$ cat src/rtl/minimax_dbus_ctrl_if.sv
// minimax_dbus_ctrl_if: core, host, RAM, console and status signals of the data-bus controller
interface minimax_dbus_ctrl_if #(parameter int ADDR_BITS = 12);
   logic [31:0]          addr;
   logic [31:0]          wdata;
   logic [3:0]           wmask;
   logic                 rreq;
   logic [31:0]          rdata;
   logic                 rack;
   logic                 host_req;
   logic                 host_we;
   logic [ADDR_BITS-1:0] host_addr;
   logic [31:0]          host_wdata;
   logic [3:0]           host_wmask;
   logic                 host_gnt;
   logic                 host_rvalid;
   logic [31:0]          host_rdata;
   logic                 ram_en;
   logic [3:0]           ram_we;
   logic [ADDR_BITS-3:0] ram_addr;
   logic [31:0]          ram_wdata;
   logic [31:0]          ram_rdata;
   logic                 con_valid;
   logic [31:0]          con_data;
   logic                 con_ready;
   logic                 halted;
   logic                 overflow;
   logic                 bus_err;
   modport slave (
      input  addr, wdata, wmask, rreq, host_req, host_we, host_addr, host_wdata, host_wmask,
             ram_rdata, con_ready,
      output rdata, rack, host_gnt, host_rvalid, host_rdata, ram_en, ram_we, ram_addr, ram_wdata,
             con_valid, con_data, halted, overflow, bus_err
   );
   modport master (
      output addr, wdata, wmask, rreq, host_req, host_we, host_addr, host_wdata, host_wmask,
             ram_rdata, con_ready,
      input  rdata, rack, host_gnt, host_rvalid, host_rdata, ram_en, ram_we, ram_addr, ram_wdata,
             con_valid, con_data, halted, overflow, bus_err
   );
endinterface

$ cat src/rtl/minimax_dbus_ctrl.sv
// minimax_dbus_ctrl: core/host arbitration onto one pipelined RAM, console FIFO and halt MMIO
module minimax_dbus_ctrl #(
   parameter int          ADDR_BITS    = 12,
   parameter int          RAM_LATENCY  = 1,
   parameter int          FIFO_DEPTH   = 4,
   parameter logic [31:0] CONSOLE_ADDR = 32'hfffffff8,
   parameter logic [31:0] HALT_ADDR    = 32'hfffffffc
) (
   input logic             clk,
   input logic             reset,
   minimax_dbus_ctrl_if.slave bus
);
   localparam int PW = $clog2(FIFO_DEPTH);
   typedef struct packed {
      logic        core;
      logic        host;
      logic        mmio;
      logic [31:0] data;
   } rd_t;
   rd_t           pipe_q [RAM_LATENCY];
   rd_t           pipe_d [RAM_LATENCY];
   logic [31:0]   fifo_q [FIFO_DEPTH];
   logic [31:0]   fifo_d [FIFO_DEPTH];
   logic [PW-1:0] wp_q, wp_d, rp_q, rp_d;
   logic [PW:0]   cnt_q, cnt_d;
   logic          halted_q, halted_d, overflow_q, overflow_d, bus_err_q, bus_err_d;
   logic          in_ram, is_con, is_halt, unmapped, core_wr, full_wr, core_ram_wr, core_ram_rd;
   logic          core_ram_access, gnt, host_rd, full, empty, pop, push_req, push;
   logic [31:0]   mmio_rdata;
   rd_t           tail;
   always_comb begin
      in_ram          = bus.addr[31:ADDR_BITS] == '0;
      is_con          = bus.addr == CONSOLE_ADDR;
      is_halt         = bus.addr == HALT_ADDR;
      unmapped        = ~(in_ram | is_con | is_halt);
      core_wr         = (|bus.wmask) & ~halted_q & ~reset;
      full_wr         = core_wr & (bus.wmask == 4'hf);
      core_ram_wr     = core_wr & in_ram;
      core_ram_rd     = bus.rreq & in_ram & ~reset;
      core_ram_access = core_ram_wr | core_ram_rd;
      gnt             = bus.host_req & ~core_ram_access & ~reset;
      host_rd         = gnt & ~bus.host_we;
      empty           = cnt_q == '0;
      full            = cnt_q == (PW+1)'(FIFO_DEPTH);
      pop             = ~empty & bus.con_ready & ~reset;
      push_req        = full_wr & is_con;
      push            = push_req & (~full | pop);
      mmio_rdata      = is_con ? {30'b0, full, ~empty} : is_halt ? {31'b0, halted_q} : 32'b0;
      tail            = pipe_q[RAM_LATENCY-1];
   end
   assign bus.host_gnt    = gnt;
   assign bus.ram_en      = core_ram_access | gnt;
   assign bus.ram_we      = core_ram_wr ? bus.wmask : (gnt & bus.host_we) ? bus.host_wmask : 4'b0;
   assign bus.ram_addr    = core_ram_access ? bus.addr[ADDR_BITS-1:2] :
                            gnt ? bus.host_addr[ADDR_BITS-1:2] : '0;
   assign bus.ram_wdata   = core_ram_wr ? bus.wdata : gnt ? bus.host_wdata : '0;
   // Reset gates the return stage so an in-flight read never acknowledges
   assign bus.rack        = tail.core & ~reset;
   assign bus.rdata       = bus.rack ? (tail.mmio ? tail.data : bus.ram_rdata) : '0;
   assign bus.host_rvalid = tail.host & ~reset;
   assign bus.host_rdata  = bus.host_rvalid ? bus.ram_rdata : '0;
   assign bus.con_valid   = ~empty & ~reset;
   assign bus.con_data    = bus.con_valid ? fifo_q[rp_q] : '0;
   assign bus.halted      = halted_q;
   assign bus.overflow    = overflow_q;
   assign bus.bus_err     = bus_err_q;
   always_comb begin
      pipe_d[0] = {bus.rreq & ~reset, host_rd, ~in_ram, mmio_rdata};
      for (int i = 1; i < RAM_LATENCY; i++) pipe_d[i] = pipe_q[i-1];
      fifo_d = fifo_q;
      fifo_d[wp_q] = push ? bus.wdata : fifo_q[wp_q];
      wp_d       = wp_q + PW'(push);
      rp_d       = rp_q + PW'(pop);
      cnt_d      = cnt_q + (PW+1)'(push) - (PW+1)'(pop);
      halted_d   = halted_q | (full_wr & is_halt);
      overflow_d = overflow_q | (push_req & ~push);
      bus_err_d  = bus_err_q | (unmapped & (bus.rreq | core_wr));
   end
   always_ff @(posedge clk) begin
      if (reset) begin
         pipe_q     <= '{default: '0};
         fifo_q     <= '{default: '0};
         wp_q       <= '0;
         rp_q       <= '0;
         cnt_q      <= '0;
         halted_q   <= 1'b0;
         overflow_q <= 1'b0;
         bus_err_q  <= 1'b0;
      end else begin
         pipe_q     <= pipe_d;
         fifo_q     <= fifo_d;
         wp_q       <= wp_d;
         rp_q       <= rp_d;
         cnt_q      <= cnt_d;
         halted_q   <= halted_d;
         overflow_q <= overflow_d;
         bus_err_q  <= bus_err_d;
      end
   end
endmodule

$ cat src/flat_wrapper.sv
// flat-port wrapper written by rule: the top's interface ports become plain ports
module minimax_dbus_ctrl_flat 
#(
   parameter int          ADDR_BITS    = 12,
   parameter int          RAM_LATENCY  = 1,
   parameter int          FIFO_DEPTH   = 4,
   parameter logic [31:0] CONSOLE_ADDR = 32'hfffffff8,
   parameter logic [31:0] HALT_ADDR    = 32'hfffffffc
)
  (clk, reset, bus_addr, bus_wdata, bus_wmask, bus_rreq, bus_host_req, bus_host_we, bus_host_addr, bus_host_wdata, bus_host_wmask, bus_ram_rdata, bus_con_ready, bus_rdata, bus_rack, bus_host_gnt, bus_host_rvalid, bus_host_rdata, bus_ram_en, bus_ram_we, bus_ram_addr, bus_ram_wdata, bus_con_valid, bus_con_data, bus_halted, bus_overflow, bus_bus_err);
  minimax_dbus_ctrl_if #(.ADDR_BITS(ADDR_BITS)) bus_i ();
  input logic clk;
  input logic reset;
  input wire logic [$bits(bus_i.addr)-1:0] bus_addr;
  input wire logic [$bits(bus_i.wdata)-1:0] bus_wdata;
  input wire logic [$bits(bus_i.wmask)-1:0] bus_wmask;
  input wire logic [$bits(bus_i.rreq)-1:0] bus_rreq;
  input wire logic [$bits(bus_i.host_req)-1:0] bus_host_req;
  input wire logic [$bits(bus_i.host_we)-1:0] bus_host_we;
  input wire logic [$bits(bus_i.host_addr)-1:0] bus_host_addr;
  input wire logic [$bits(bus_i.host_wdata)-1:0] bus_host_wdata;
  input wire logic [$bits(bus_i.host_wmask)-1:0] bus_host_wmask;
  input wire logic [$bits(bus_i.ram_rdata)-1:0] bus_ram_rdata;
  input wire logic [$bits(bus_i.con_ready)-1:0] bus_con_ready;
  output wire logic [$bits(bus_i.rdata)-1:0] bus_rdata;
  output wire logic [$bits(bus_i.rack)-1:0] bus_rack;
  output wire logic [$bits(bus_i.host_gnt)-1:0] bus_host_gnt;
  output wire logic [$bits(bus_i.host_rvalid)-1:0] bus_host_rvalid;
  output wire logic [$bits(bus_i.host_rdata)-1:0] bus_host_rdata;
  output wire logic [$bits(bus_i.ram_en)-1:0] bus_ram_en;
  output wire logic [$bits(bus_i.ram_we)-1:0] bus_ram_we;
  output wire logic [$bits(bus_i.ram_addr)-1:0] bus_ram_addr;
  output wire logic [$bits(bus_i.ram_wdata)-1:0] bus_ram_wdata;
  output wire logic [$bits(bus_i.con_valid)-1:0] bus_con_valid;
  output wire logic [$bits(bus_i.con_data)-1:0] bus_con_data;
  output wire logic [$bits(bus_i.halted)-1:0] bus_halted;
  output wire logic [$bits(bus_i.overflow)-1:0] bus_overflow;
  output wire logic [$bits(bus_i.bus_err)-1:0] bus_bus_err;
  assign bus_i.addr = bus_addr;
  assign bus_i.wdata = bus_wdata;
  assign bus_i.wmask = bus_wmask;
  assign bus_i.rreq = bus_rreq;
  assign bus_i.host_req = bus_host_req;
  assign bus_i.host_we = bus_host_we;
  assign bus_i.host_addr = bus_host_addr;
  assign bus_i.host_wdata = bus_host_wdata;
  assign bus_i.host_wmask = bus_host_wmask;
  assign bus_i.ram_rdata = bus_ram_rdata;
  assign bus_i.con_ready = bus_con_ready;
  assign bus_rdata = bus_i.rdata;
  assign bus_rack = bus_i.rack;
  assign bus_host_gnt = bus_i.host_gnt;
  assign bus_host_rvalid = bus_i.host_rvalid;
  assign bus_host_rdata = bus_i.host_rdata;
  assign bus_ram_en = bus_i.ram_en;
  assign bus_ram_we = bus_i.ram_we;
  assign bus_ram_addr = bus_i.ram_addr;
  assign bus_ram_wdata = bus_i.ram_wdata;
  assign bus_con_valid = bus_i.con_valid;
  assign bus_con_data = bus_i.con_data;
  assign bus_halted = bus_i.halted;
  assign bus_overflow = bus_i.overflow;
  assign bus_bus_err = bus_i.bus_err;
  minimax_dbus_ctrl #(.ADDR_BITS(ADDR_BITS), .RAM_LATENCY(RAM_LATENCY), .FIFO_DEPTH(FIFO_DEPTH), .CONSOLE_ADDR(CONSOLE_ADDR), .HALT_ADDR(HALT_ADDR)) u_core (.clk(clk), .reset(reset), .bus(bus_i));
endmodule
$ cat config.mk
export PLATFORM = sky130hd
export DESIGN_NAME = minimax_dbus_ctrl_flat
export DESIGN_NICKNAME = d
export VERILOG_FILES = /design/src/rtl/minimax_dbus_ctrl_if.sv /design/src/rtl/minimax_dbus_ctrl.sv /design/src/flat_wrapper.sv
export SDC_FILE = /design/constraint.sdc
export NUM_CORES = 1
export LEC_CHECK = 0
export CORE_ASPECT_RATIO = 1.2
export CORE_MARGIN = 2
export CORE_UTILIZATION = 44
export DETAILED_ROUTE_END_ITERATION = 8
export GPL_TIMING_DRIVEN = 0
export PLACE_DENSITY = 0.78
export SYNTH_ARGS = -nofsm -noshare
export SYNTH_HDL_FRONTEND = slang
export SYNTH_SLANG_ARGS = --single-unit
$ cat constraint.sdc
create_clock -name clk -period 3.2 [get_ports clk]
set_clock_uncertainty 0.05 [all_clocks]
set_input_delay 0.48 -clock clk [delete_from_list [all_inputs] [get_ports clk]]
set_output_delay 0.48 -clock clk [all_outputs]
set_load 0.01 [all_outputs]
# After elaboration in Yosys (flattened, before gate mapping)
# Cells that the tools add are included.
classes:
  magnitude_cmp: 3
  eq_ne: 4
  n_addsub: 4
  reduce_logical: 5
  bitwise_logic: 41
  mux: 22
op_table:
  columns: ["operator", "n"]
  rows:
  - ["$mux 32", 12]
  - ["$bmux 32 s2", 2]
  - ["$bwmux 128", 1]
  - ["$demux 32 s2", 1]
  - ["$eq 32x32->1 const B", 2]
  - ["$and 1x1->1", 21]
  - ["$logic_not 20->1", 1]
  - ["$mux 10", 2]
  - ["$not 1->1", 9]
  - ["$or 1x1->1", 9]
  - ["$mux 4", 2]
  - ["$ge 3x3->1 const B", 2]
  - ["$not 2->3", 2]
  - ["$add 2x1->2", 2]
  - ["$eq 4x4->1 const B", 1]
  - ["$reduce_or 4->1", 1]
  - ["$add 3x1->3", 1]
  - ["$eq 3x3->1 const B", 1]
  - ["$logic_not 3->1", 1]
  - ["$lt 3x1->1 const B", 1]
  - ["$sub 3x1->3", 1]
  - ["$mux 2", 1]
  - ["$reduce_or 2->1", 1]
  - ["$logic_and 1x1->1", 1]
  - ["$mux 1", 1]
totals:
  ff_bits: 173
  word_cells: 94
  inputBits: 154
  out_inout_bits: 150

# Longest topological paths before layout
logic_depth:
  depth_word: 11
  ltp_mapped: 10
  ltp_nobuf: 9

# Least setup slack after synthesis
# OpenSTA, ideal clock, no wires.
synth_timing:
  path_kind: "input to register"
  start: "input bus_addr[0]"
  end: "register u_core.cnt_q[2]"
  setup_time_ns: 0.128
  setup_slack_ns: 0.693
  n_path_buf: 0
  t_required_ns: 3.022
  cell_stages: 9
  arrival_ns: 2.329
  cell_sequence: "nand4bb_1 nor4_4 nand2_1 nor3b_1 ha_1 inv_1 fa_1 xnor2_1 nor2_1"
synth_between:
  elab_chain_cells: 5
synth_rtl:
  columns: ["element", "line_no", "text"]
  rows:
  - ["from (decl)", "flat_wrapper.sv:14", "input wire logic [$bits(bus_i.addr)-1:0] bus_addr;"]
  - ["$eq 32x32->1", "minimax_dbus_ctrl.sv:33", "is_con = bus.addr == CONSOLE_ADDR;"]
  - ["$and 1x1->1", "minimax_dbus_ctrl.sv:46", "push_req = full_wr & is_con;"]
  - ["$and 1x1->1", "minimax_dbus_ctrl.sv:47", "push = push_req & (~full | pop);"]
  - ["$add 3x1->3", "minimax_dbus_ctrl.sv:74", "cnt_d = cnt_q + (PW+1)'(push) - (PW+1)'(pop);"]
  - ["$sub 3x1->3", "minimax_dbus_ctrl.sv:74", null]
  - ["to (signal assigned)", "minimax_dbus_ctrl.sv:94", "cnt_q <= cnt_d;"]
  - ["to (decl)", "minimax_dbus_ctrl.sv:25", "logic [PW:0] cnt_q, cnt_d;"]
# Every way passes these cells.
# A chain may end at the register's enable or synchronous reset.

# Final worst setup path
layout_timing:
  start: "input bus_addr[13]"
  end: "output bus_ram_wdata[9]"
layout_between:
  elab_chain_cells: 9
  elab_cells_between_ends: 10
  classes_between: "2 x mux; 7 x bitwise; 1 x reduce/logical"
layout_rtl:
  columns: ["element", "line_no", "text"]
  rows:
  - ["$logic_not 20->1 *", "minimax_dbus_ctrl.sv:32", "in_ram = bus.addr[31:ADDR_BITS] == '0;"]
  - ["$and 1x1->1 (2 in series)", "minimax_dbus_ctrl.sv:39", "core_ram_rd = bus.rreq & in_ram & ~reset;"]
  - ["$or 1x1->1", "minimax_dbus_ctrl.sv:40", "core_ram_access = core_ram_wr | core_ram_rd;"]
  - ["$not 1->1", "minimax_dbus_ctrl.sv:41", "gnt = bus.host_req & ~core_ram_access & ~reset;"]
  - ["$and 1x1->1 (2 in series)", "minimax_dbus_ctrl.sv:41", null]
  - ["$mux 32", "minimax_dbus_ctrl.sv:56", "assign bus.ram_wdata = core_ram_wr ? bus.wdata : gnt ? bus.host_wdata : '0;"]
  - ["$mux 32 *", "minimax_dbus_ctrl.sv:56", null]
  - ["to (decl)", "flat_wrapper.sv:33", "output wire logic [$bits(bus_i.ram_wdata)-1:0] bus_ram_wdata;"]
# Mark *: on every way between the ends. The rest lies on a longest branch, timed or not.

==> results_dict.tcl <==
set metrics [dict create \
    hpwl_mm 18.90 \
    setup_violations 0 \
    ant_nets 0 \
    grtUsageMet2_pct 48.83 \
    async_flop_share_pct 0 \
    power_frac_seq_pct 39.9 \
    crit_required_ns 2.67 \
    dieWidth_um 122.4 \
    vias_per_cell 5.368 \
    synthFlopType "dfxtp_1" \
    io_pins 304 \
    synth.most_common_cell "nand2_1" \
    crit_slowest_cell "clkdlybuf4s50_1" \
    area_delta_synth_final_pct 55.37 \
    maxCapViolCount 0 \
    p_total_mw 4.544 \
    globalRouteTotalUtil_pct 28.20 \
    grt_busiest_layer "met2" \
    grt_max_degree 17 \
    path_clk_slew_ns 0.06 \
    io_buffer_count 301 \
    dieArea_um2 17880 \
    insertion_delay_ns 0.41 \
    layout.nets 1239 \
    overflow 0 \
    drt_iter0_drc 313 \
    postLayoutCoreUtil_pct 70.41 \
    ys_ff_latch 143 \
    cts_tree "done" \
    cts_buffers 17 \
    htreeDepth 4 \
    use_met3_pct 6.445 \
    wire_per_inst_um 19.39 \
    outcome "finished clean" \
    p_leak_nw 5.028 \
    synthTopCellsByArea "dfxtp_1 (39%), mux2i_1 (18%), mux4_2 (9.7%)" \
    tns_ns 0 \
    cp_num_buf_inv 4 \
    slew_headroom_pct 56.57 \
    antenna_found_initial 1 \
    p_clk_share_pct 44.2 \
    cell_internal_pwr_mw 3.387 \
    netlist_top_cells_count "nand2_1 (165), dfxtp_1 (143), mux2i_1 (130)" \
    syn_area_per_cell_um2 9.845 \
    min_period_ns 3.146 \
    root_buffer "clkbuf_16" \
    rsz0062_at_grt "true" \
    drive_above_1_share_pct 12.17 \
    syn_area_um2 7403 \
    tightestPinTransition_ns 0.6514 \
    dieHeight_um 146.1 \
    swShare_pct 25.46 \
    routed_wl_mm 25.32 \
    fp-row-count 51 \
    syn_inst 752 \
    place_ws_ns -1.046 \
    ys_seq_area_share_pct 38.67 \
    clkSinkCount 143 \
    initial_utilization_pct 45.32 \
    end_kind "output pin" \
    layout_setup_ws_ns 0.05450 \
    fmax_ghz 0.3179 \
    syn-num-nets 911 \
    post-route-drc-count 0 \
    synth_area_leader_cell "dfxtp_1" \
    core-area_um2 16340 \
    combPwrFrac_pct 15.9 \
    ys_types 43 \
    vias 7011 \
    period_share_pct 98.30 \
    gr-usage-met1_pct 33.51 \
    crit_type "in2out" \
    worstPathMaxFanout 10 \
    grt_pass1_wl_mm 38.76 \
    max_stage_delay_ns 0.48 \
    ir_worst_vdd_v 0.0003474 \
    grt_pass1_vias 7186 \
    synth_top_cell_area_share_pct 38.67 \
    yosysWarnings 0 \
    hold_buffers 0 \
    switchingPower_mw 1.157 \
    power_density_nw_per_um2 395.1 \
    drv_slew 0 \
    start_kind "input pin" \
    gp_congestion 0.8243 \
    path_delay_family "buffers and inverters" \
    worstPathCellList "clkdlybuf4s50_1 > nor4_4 > nand3_2 > o311a_4 > buf_4 > clkbuf_8 > a22o_1 > dlygate4sd2_1" \
    synth_edf_count 0 \
    hold_violations 0 \
    first_pass_iters 4 \
    hp-class "reg2reg" \
    arrival_ns 2.62 \
    clockBufferDepth 2 \
]
worst register-to-register path, cell delays in order (launching register included):
cell and delay, ns:
dfxtp_1 0.43, nor3b_2 0.11, a2111oi_4 0.49, nor3b_1 0.36
ha_1 0.21, inv_1 0.05, fa_1 0.40, xnor2_1 0.17
nor2_1 0.05
cells in the final DEF, fill, tap and decap left out, types with 10 or more instances in the layout:
master,n
clkdlybuf4s15_1,12
and2_1,95
clkdlybuf4s50_1,244
clkbuf_16,17
nor2_1,13
mux4_2,32
clkbuf_2,10
buf_2,13
nand2_1,164
mux2i_1,130
buf_4,11
dfxtp_1,142
clkbuf_1,15
a22o_1,41
dlygate4sd2_1,43
state kept, by name, summed over array words and instances (netlist names):
register,flops
u_core.fifo_q,128
u_core.pipe_q,5
u_core.cnt_q,3
u_core.rp_q,2
u_core.wp_q,2
u_core.bus.bus_err,1
u_core.bus.halted,1
u_core.bus.overflow,1
power by group through the flow:
stage               Sequential (mW)  Combinational, mW  Clock [mW]
finish                         1.81              0.722        2.01
global route                   1.81              0.769        2.10
CTS                            1.81              0.711        2.02
detailed placement             1.85              0.709           0
global placement               1.85              0.702           0
floorplan                      1.85              0.297           0
final cells by class:
type	count	area [um^2]
timing repair buffer	310	3028
fill	1297	4833
multi-input combinational	541	4307
inverter	8	30.03
antenna	1	2.502
clock inverter	13	165.2
sequential	143	2864
tap	212	265.3
buffer	59	407.9
clock buffer	19	432.9
worst paths after layout:
kind / slack (ns) / cells after the start / startpoint / to
max: 0.05 / 8 / bus_addr[13] / bus_ram_wdata[9]
min: 0.41 / 2 / u_core.fifo_q[27] / u_core.fifo_q[27]
max reg2reg: 0.76 / 8 / u_core.cnt_q[1] / u_core.cnt_q[2]
min reg2reg: 0.41 / 2 / u_core.fifo_q[27] / u_core.fifo_q[27]
metrics by stage:
step,hold WS [ns],area (um^2),instances
after floorplan,0.3818,7403,752
after global placement,0.3897,10680,1265
after detailed placement,0.3970,10680,1265
after CTS,0.4087,11440,1302
after global routing,0.4250,11500,1306
final,0.4057,11500,1306
layer usage:
layer	part of all wire [%]	up-vias	wire length, um
met5	0	-	0
met4	3.0	0	765
met3	7.3	41	1850
met2	50	274	12640
met1	40	3390	10070
li1	-	3306	-
cell families (layout without fill, tap and decap cells):
family / after synthesis / count (layout) / synth area share, %
adders and majority gates: 5 / 5 / 0.9465
muxes: 162 / 162 / 27.31
buffers and inverters: 68 / 409 / 4.546
xor gates and xnor gates: 4 / 4 / 0.4733
DFF: 143 / 143 / 38.67
AOI/OAI and AO/OA: 55 / 55 / 6.777
and+or+nand+nor: 315 / 315 / 21.28
other: 0 / 1 / 0
what timing repair did:
action	4_1_cts	5_1_grt
gates cloned	0	0
setup buffers	6	3
resized for setup	102	33
pin swaps	8	6
endpoints found under the setup margin	135	62
Power figures use the tool's default switching activity.
